### src/rtl/pipeline_sink.sv
// Receive-side end of a fixed-latency pipeline: credit-managed FWFT FIFO with valid/ready output.
// Build option: define PIPELINE_SINK_BYPASS_EN for a zero-latency empty-FIFO bypass.
module pipeline_sink #(
    parameter int DWIDTH = 1,
    parameter int DEPTH  = 4
) (
    input  logic                     clk,
    input  logic                     rst,
    input  logic                     i_issue,
    output logic                     o_can_issue,
    input  logic                     i_valid,
    input  logic [DWIDTH-1:0]        i_data,
    output logic                     o_valid,
    output logic [DWIDTH-1:0]        o_data,
    input  logic                     i_ready,
    output logic [$clog2(DEPTH):0]   o_count,
    output logic                     o_error
);

    localparam int PW = $clog2(DEPTH);
    localparam int CW = PW + 1;

    logic [DWIDTH-1:0] mem [DEPTH];
    logic [PW-1:0]     rd_ptr, wr_ptr;
    logic [CW-1:0]     occ, credits;
    logic              empty, full, bypass, pop, rd_adv, wr_en;
    logic              ovf_err, issue_err;

    assign empty = (occ == '0);
    assign full  = (occ == CW'(DEPTH));

`ifdef PIPELINE_SINK_BYPASS_EN
    assign bypass  = empty && i_valid;
    assign o_valid = !empty || i_valid;
    assign o_data  = !empty ? mem[rd_ptr] : (i_valid ? i_data : '0);
`else
    assign bypass  = 1'b0;
    assign o_valid = !empty;
    assign o_data  = empty ? '0 : mem[rd_ptr];
`endif

    assign pop    = o_valid && i_ready;
    // A bypassed word is consumed directly and never touches the FIFO pointers.
    assign rd_adv = pop && !empty;
    assign wr_en  = i_valid && !(bypass && i_ready) && (!full || pop);

    assign ovf_err   = i_valid && full && !pop;
    assign issue_err = i_issue && (credits == '0);

    assign o_count     = occ;
    assign o_can_issue = (credits != '0);

    always_ff @(posedge clk) begin
        if (wr_en) mem[wr_ptr] <= i_data;
    end

    always_ff @(posedge clk or negedge rst) begin
        if (!rst) begin
            rd_ptr  <= '0;
            wr_ptr  <= '0;
            occ     <= '0;
            credits <= CW'(DEPTH);
            o_error <= 1'b0;
        end else begin
            if (wr_en)  wr_ptr <= wr_ptr + 1'b1;
            if (rd_adv) rd_ptr <= rd_ptr + 1'b1;

            case ({wr_en, rd_adv})
                2'b10:   occ <= occ + 1'b1;
                2'b01:   occ <= occ - 1'b1;
                default: occ <= occ;
            endcase

            // Saturate at DEPTH so a misbehaving upstream cannot inflate the credit pool.
            if (pop && !i_issue && credits != CW'(DEPTH))
                credits <= credits + 1'b1;
            else if (i_issue && !pop && credits != '0)
                credits <= credits - 1'b1;

            if (ovf_err || issue_err) o_error <= 1'b1;
        end
    end

endmodule

### config.mk
export PLATFORM = sky130hd
export DESIGN_NAME = pipeline_sink
export DESIGN_NICKNAME = d
export VERILOG_FILES = /design/src/rtl/pipeline_sink.sv
export SDC_FILE = /design/constraint.sdc
export NUM_CORES = 1
export LEC_CHECK = 0
export BUFFER_PORTS_ARGS = -buffer_cell sky130_fd_sc_hd__buf_4
export CORE_MARGIN = 5
export CORE_UTILIZATION = 47
export DETAILED_ROUTE_END_ITERATION = 7
export HOLD_SLACK_MARGIN = 0.05
export MAX_ROUTING_LAYER = met4
export PLACE_DENSITY = 0.73
export SETUP_SLACK_MARGIN = 0.2
export SYNTH_ARGS = -nofsm -noshare
export SYNTH_HDL_FRONTEND = slang
export SYNTH_SLANG_ARGS = --single-unit
### constraint.sdc
create_clock -name clk -period 2.6 [get_ports clk]
set_input_delay 0.52 -clock clk [delete_from_list [all_inputs] [get_ports clk]]
set_output_delay 0.52 -clock clk [all_outputs]
set_load 0.005 [all_outputs]
---- After elaboration in Yosys (flattened, before gate mapping) ----
Memories as Yosys holds them, arrays and structs flattened.
Cells that the tools add are included.
operators by class
  add/sub/neg operators ................... 6
  eq/ne operators ......................... 4
  multiplexer cells ....................... 6
  reductions and logical operators ........ 21
operators with widths
  cell                                              count
  logical AND 1 bit                                 10
  adder 3 x 1 -> 3 bit, second input constant       2
  zero test 3 bit                                   2
  two-way mux 3 bit                                 2
  one-hot mux 3 bit (2 select lines)                1
  subtractor 3 x 1 -> 3 bit, second input constant  2
  adder 2 x 1 -> 2 bit, second input constant       2
  zero test 1 bit                                   4
  nonzero test 2 bit                                2
  == test 3 bit, second input constant              1
  two-way mux 1 bit                                 3
  inequality test 3 bit, second input constant      1
  nonzero test 3 bit                                1
  == test 2 x 1 -> 1 bit, second input constant     1
  == test 2 bit, second input constant              1
  logical OR 1 bit                                  2
word-level totals
  flip-flop bits (word level) ............. 11
  RAM bits ................................ 4
  input port bits ......................... 6
  output and inout bits ................... 7
  word-level logic and storage cells ...... 43
  memories kept ........................... 1
memory list
  memory  depth  width  read ports  clocked after memory_dff  wr ports  RTL line  text
  mem     4      1      1           0                         1         23        logic [DWIDTH-1:0] mem [DEPTH];

---- Longest topological paths before layout ----
  depth after elaboration ................. 8
  gate-level depth with buffers ........... 9
  gate-level depth less buffers ........... 9

---- Worst setup path before layout ----
OpenSTA, ideal clock, no wires.
  path type ............................... reg2reg
  start point ............................. reg occ[0], in the netlist o_count[0]
  end point ............................... reg occ[2], in the netlist o_count[2]
  setup time .............................. 79 ps
  arrival ................................. 2,012 ps
  data required time ...................... 2,521 ps
  slack ................................... 508 ps
  stages on the path, launching flop included .. 10
  buffers on the path ..................... 0
  period minus slack after synthesis ...... 2,092 ps
  cell sequence ........................... dfrtp_1 -> nor4b_1 -> nor2b_1 -> inv_1 -> ha_1 -> inv_1 -> fa_1 -> xor2_1 -> nor2_1 -> xor2_1
on the way
  cells in the longest elaborated chain, start to end .. 7
  elaborated cells between the ends (all ways) .. 14
  those cells by class .................... add/sub (2); eq/ne (3); mux (1); reduce/logical (8)
RTL lines
  element                                                                          RTL line  text
  start, declared                                                                  25        logic [CW-1:0] occ, credits;
  start signal, assigned                                                           69        2'b10: occ <= occ + 1'b1;
  start signal, assigned                                                           70        2'b01: occ <= occ - 1'b1;
  zero test 3 bit                                                                  29        assign empty = (occ == '0);
  zero test 1 bit                                                                  38, 44
  logical AND 1 bit                                                                42        assign pop = o_valid && i_ready;
  logical OR 1 bit                                                                 45        assign wr_en = i_valid && !(bypass && i_ready) && (!full || pop);
  logical AND 1 bit                                                                45
  == test 2 x 1 -> 1 bit / == test 2 bit (equally long branches)                   68        case ({wr_en, rd_adv})
  one-hot mux 3 bit (2 select lines) / nonzero test 2 bit (equally long branches)  n/a
Parallel ways exist; a longest one is shown, timed or not.
A chain may end at the register's enable or synchronous reset.

---- Worst setup path after layout ----
Same ends and word-level chain as after synthesis.

==> results <==
- The number of global-route vias before repair was 568.
- The cell count after placement is 112.
- The placer's final routability congestion estimate is 0.849.
- Input and output buffers added on the ports amount to 12.
- The largest fanout on the critical path is 7.
- The placed wire-length estimate is 1180 um.
- The worst-case reg-to-reg path depth is 9.
- The worst path in the final design needs a cycle of 2160 ps, including I/O delays and setup.
- The number of nets with antenna violations after routing is 0.
- The floorplan has 15 rows.
- The number of antenna violations at the first check in global routing was 0.
- The tightest min-delay check is of the in -> reg type.
- The worst setup timing slack at the placement stage is 204 ps.
- The core footprint is 1750 um2.
- The last element of the critical path is o_count[2].
- From left edge to right edge, the die measures 53.1 um.
- The launching instance or port of the critical path is o_count[0].
- Buffers added to address setup during post-CTS repair amount to 0.
- The cell area after synthesis is 872 um2.
- In the layout the commonest cells are buf_4 (12), dfrtp_1 (10), inv_1 (9).
- Derived from the worst setup path, the maximum achievable clock frequency is 463 MHz.
- The startpoint identified for the worst register-to-register timing path is o_count[0].
- After synthesis the netlist holds a flip-flop and latch count of 15.
- The initial standard-cell utilization of the core is 0.500.
- For this design the static power due to leakage is 0.000444 uW.
- TritonCTS built the clock tree.
- The count of final hold-check violations is 0.
- The number of DRC violations after detailed-routing iteration 0 is 13.
- The number of standard cells in the layout, taps in and fillers out is 117.
- The antenna diode count is 0.
- The number of library cell types mapped by synthesis is 33.
- Of the cells placed in the final design, the portion with a size suffix greater than 1 is 0.239.
- The number of max-slew violations in the final report was 0.
- The data arrival time at the worst-slack endpoint is 2370 ps.
- The endpoint kind of the worst setup timing path is a flip-flop.
- Clock tree synthesis inserted a total of 3 buffers.
- The critical path required time is 2810 ps.
- In the final routed layout, each cell accounts on average for 12.7 um.
- When the netlist entered floorplanning its net count stood at 90.
- Headroom to the max-slew limit came out at 0.729.
- The later-pin clock latency in the skew report is 280 ps.
- Setup violations remaining at the end of the flow were counted as 0.
- After clock tree synthesis, the clock-pin slew on the worst setup and hold paths is 100 ps.
- The slew at the pin closest to its max-slew limit is 406 ps.
- Setup repair after global routing left no endpoint under its margin.
- 13 I/O pins were placed.
- The area overhead of the layout relative to synthesis is 18.2%.
- The sequential-to-total area share from yosys stat is 0.455.
- The number of iterations in the first detailed-routing pass is 4.
- Across the run, the number of max-cap violations was 0.
- The number of levels the H-tree was split into is 1.
- The routed design has 1480 um of wire.
- The number of cells produced by synthesis is 77.
- The clock tree root driver cell is clkbuf_4.
- The total negative slack for setup checks is 0 ps.
- The library cell used most frequently in the layout, excluding fill and tap cells, is buf_4.
- The endpoint identified for the worst register-to-register timing path is o_count[2].
- For this run, design rule violations remaining after detail routing come to 0.
- The global-route usage over all layers is 0.128.
- Each instance of the synthesized netlist takes up on average 11.3 um2.
- Setup slack on the critical path of the routed design comes to 440 ps.
- The floorplan die height is 53.1 um.
- The final core utilization is 0.591.
- For the final database, setup skew stands at 1.49 ps.
- Dividing total power by cell area gives a power density of 1080 nW/um2.
- The worst setup path is launched from a flip-flop.
- Setup slack on the worst reg-to-reg path comes out at 440 ps.
- Clock tree synthesis found a total of 15 sinks.
- After layout, the design draws a total of 1110 uW.
- The detailed router placed 604 vias in this run.
- The largest net degree at the start of global routing is 12.
- The flow ran to the end, and the final reports show no timing, DRC or antenna violations.
- Summed over all layers, the global routing overflow is 0.
- The die covers 2820 um2.
- The Yosys step of the flow raised 0 warnings.
- The critical path is of the reg -> reg type.
- After the last flow step, the layout net total stands at 106.
- The first global-routing pass estimated 2520 um of wire.
- Dividing the final minimum period by the clock period gives 0.831.
- The buffer depth of the longest clock path is 2.
- The peak supply drop is 0.603 mV.
- After detailed routing, the number of vias per cell comes to 5.16.
[logic make-up after synthesis]
family,share of synthesized area
simple gates,0.146
flops,0.455
buf+inv,0.0559
compound gates,0.0947
xor+xnor,0.0803
fa+ha+maj,0.118
mux,0.0502
[area by class of cell]
cell class | count | area [um2]
fill | 154 | 714
inverter | 10 | 40.0
clock inverter | 1 | 7.51
timing repair buffer | 13 | 100
tap | 25 | 31.3
multi-input combinational | 50 | 433
clock buffer | 3 | 22.5
sequential | 15 | 397
[critical path, cell delays in order (launching register included)]
cell and delay (ps):
dfrtp_1 480, nor4b_2 340, nor2b_1 170, inv_1 90, ha_1 170, inv_1 60
fa_1 370, xor2_1 150, nor2_1 110, xor2_1 150
[synth_stat cells (all sizes together)]
master | instances | area (um2)
dfrtp | 10 | 250
fa | 2 | 40.0
a211o | 1 | 8.76
nor2 | 3 | 11.3
clkbuf | 1 | 3.75
dfstp | 1 | 26.3
or3 | 2 | 12.5
or4 | 1 | 7.51
nand3 | 1 | 5.00
mux2i | 1 | 10.0
inv | 10 | 40.0
and2 | 5 | 31.3
a221o | 1 | 11.3
xor2 | 3 | 26.3
mux2 | 1 | 11.3
nor4b | 1 | 8.76
o2111a | 1 | 11.3
nor3 | 2 | 10.0
xnor2 | 5 | 43.8
a31oi | 1 | 6.26
edfxtp | 4 | 120
nand2 | 6 | 22.5
buf | 1 | 5.00
ha | 5 | 62.6
nor2b | 1 | 6.26
nor4 | 1 | 6.26
a2111oi | 1 | 8.76
o211ai | 1 | 7.51
nand4 | 1 | 6.26
mux4 | 1 | 22.5
o31ai | 1 | 21.3
a211oi | 1 | 7.51
[timing repair]
| item | CTS | global route |
|---|---|---|
| setup endpoints to repair | 0 | 1 |
| endpoints found under the hold margin | 6 | 0 |
| resized for setup | 0 | 1 |
| hold buffers | 1 | 0 |
[layer usage]
metal | vias to the layer above | GRT usage | part of all wire | wire [um]
li1 | 296 | - | - | -
met1 | 293 | 0.172 | 0.46 | 676
met2 | 15 | 0.188 | 0.50 | 735
met3 | 0 | 0.0338 | 0.047 | 70
met4 | 0 | 0.0383 | 0 | 0
met5 | - | - | 0 | 0
[report_power, final]
| part | total [uW] | switching [uW] | leakage (uW) | internal [uW] |
|---|---|---|---|---|
| registers | 477 | 131 | 0.000162 | 346 |
| logic | 499 | 225 | 0.000268 | 274 |
| clock network | 138 | 79.9 | 0.0000139 | 58.4 |
[how the worst min path moves through the flow]
stage	start	to	slack, ps	cells after the start
final	i_data	mem[3]	440	1
after global routing	i_data	mem[3]	420	1
after CTS	i_data	mem[3]	430	1
after detailed placement	rst	wr_ptr[0]	360	1
after global placement	rst	wr_ptr[0]	360	1
after floorplan	rst	credits[0]	220	0
[state kept, by name (all words and copies together) (netlist names)]
signal   flops
o_error      1
mem          4
rd_ptr       2
o_count      3
credits      3
wr_ptr       2
[through the flow]
| stage | instance area (um2) | hold WS, ps |
|---|---|---|
| final | 1030 | 438 |
| after CTS | 1020 | 431 |
| after global routing | 1030 | 423 |
| after detailed placement | 985 | 362 |
| after floorplan | 872 | 224 |
| after global placement | 985 | 363 |
Note: power is estimated with default switching activity, not from simulation.
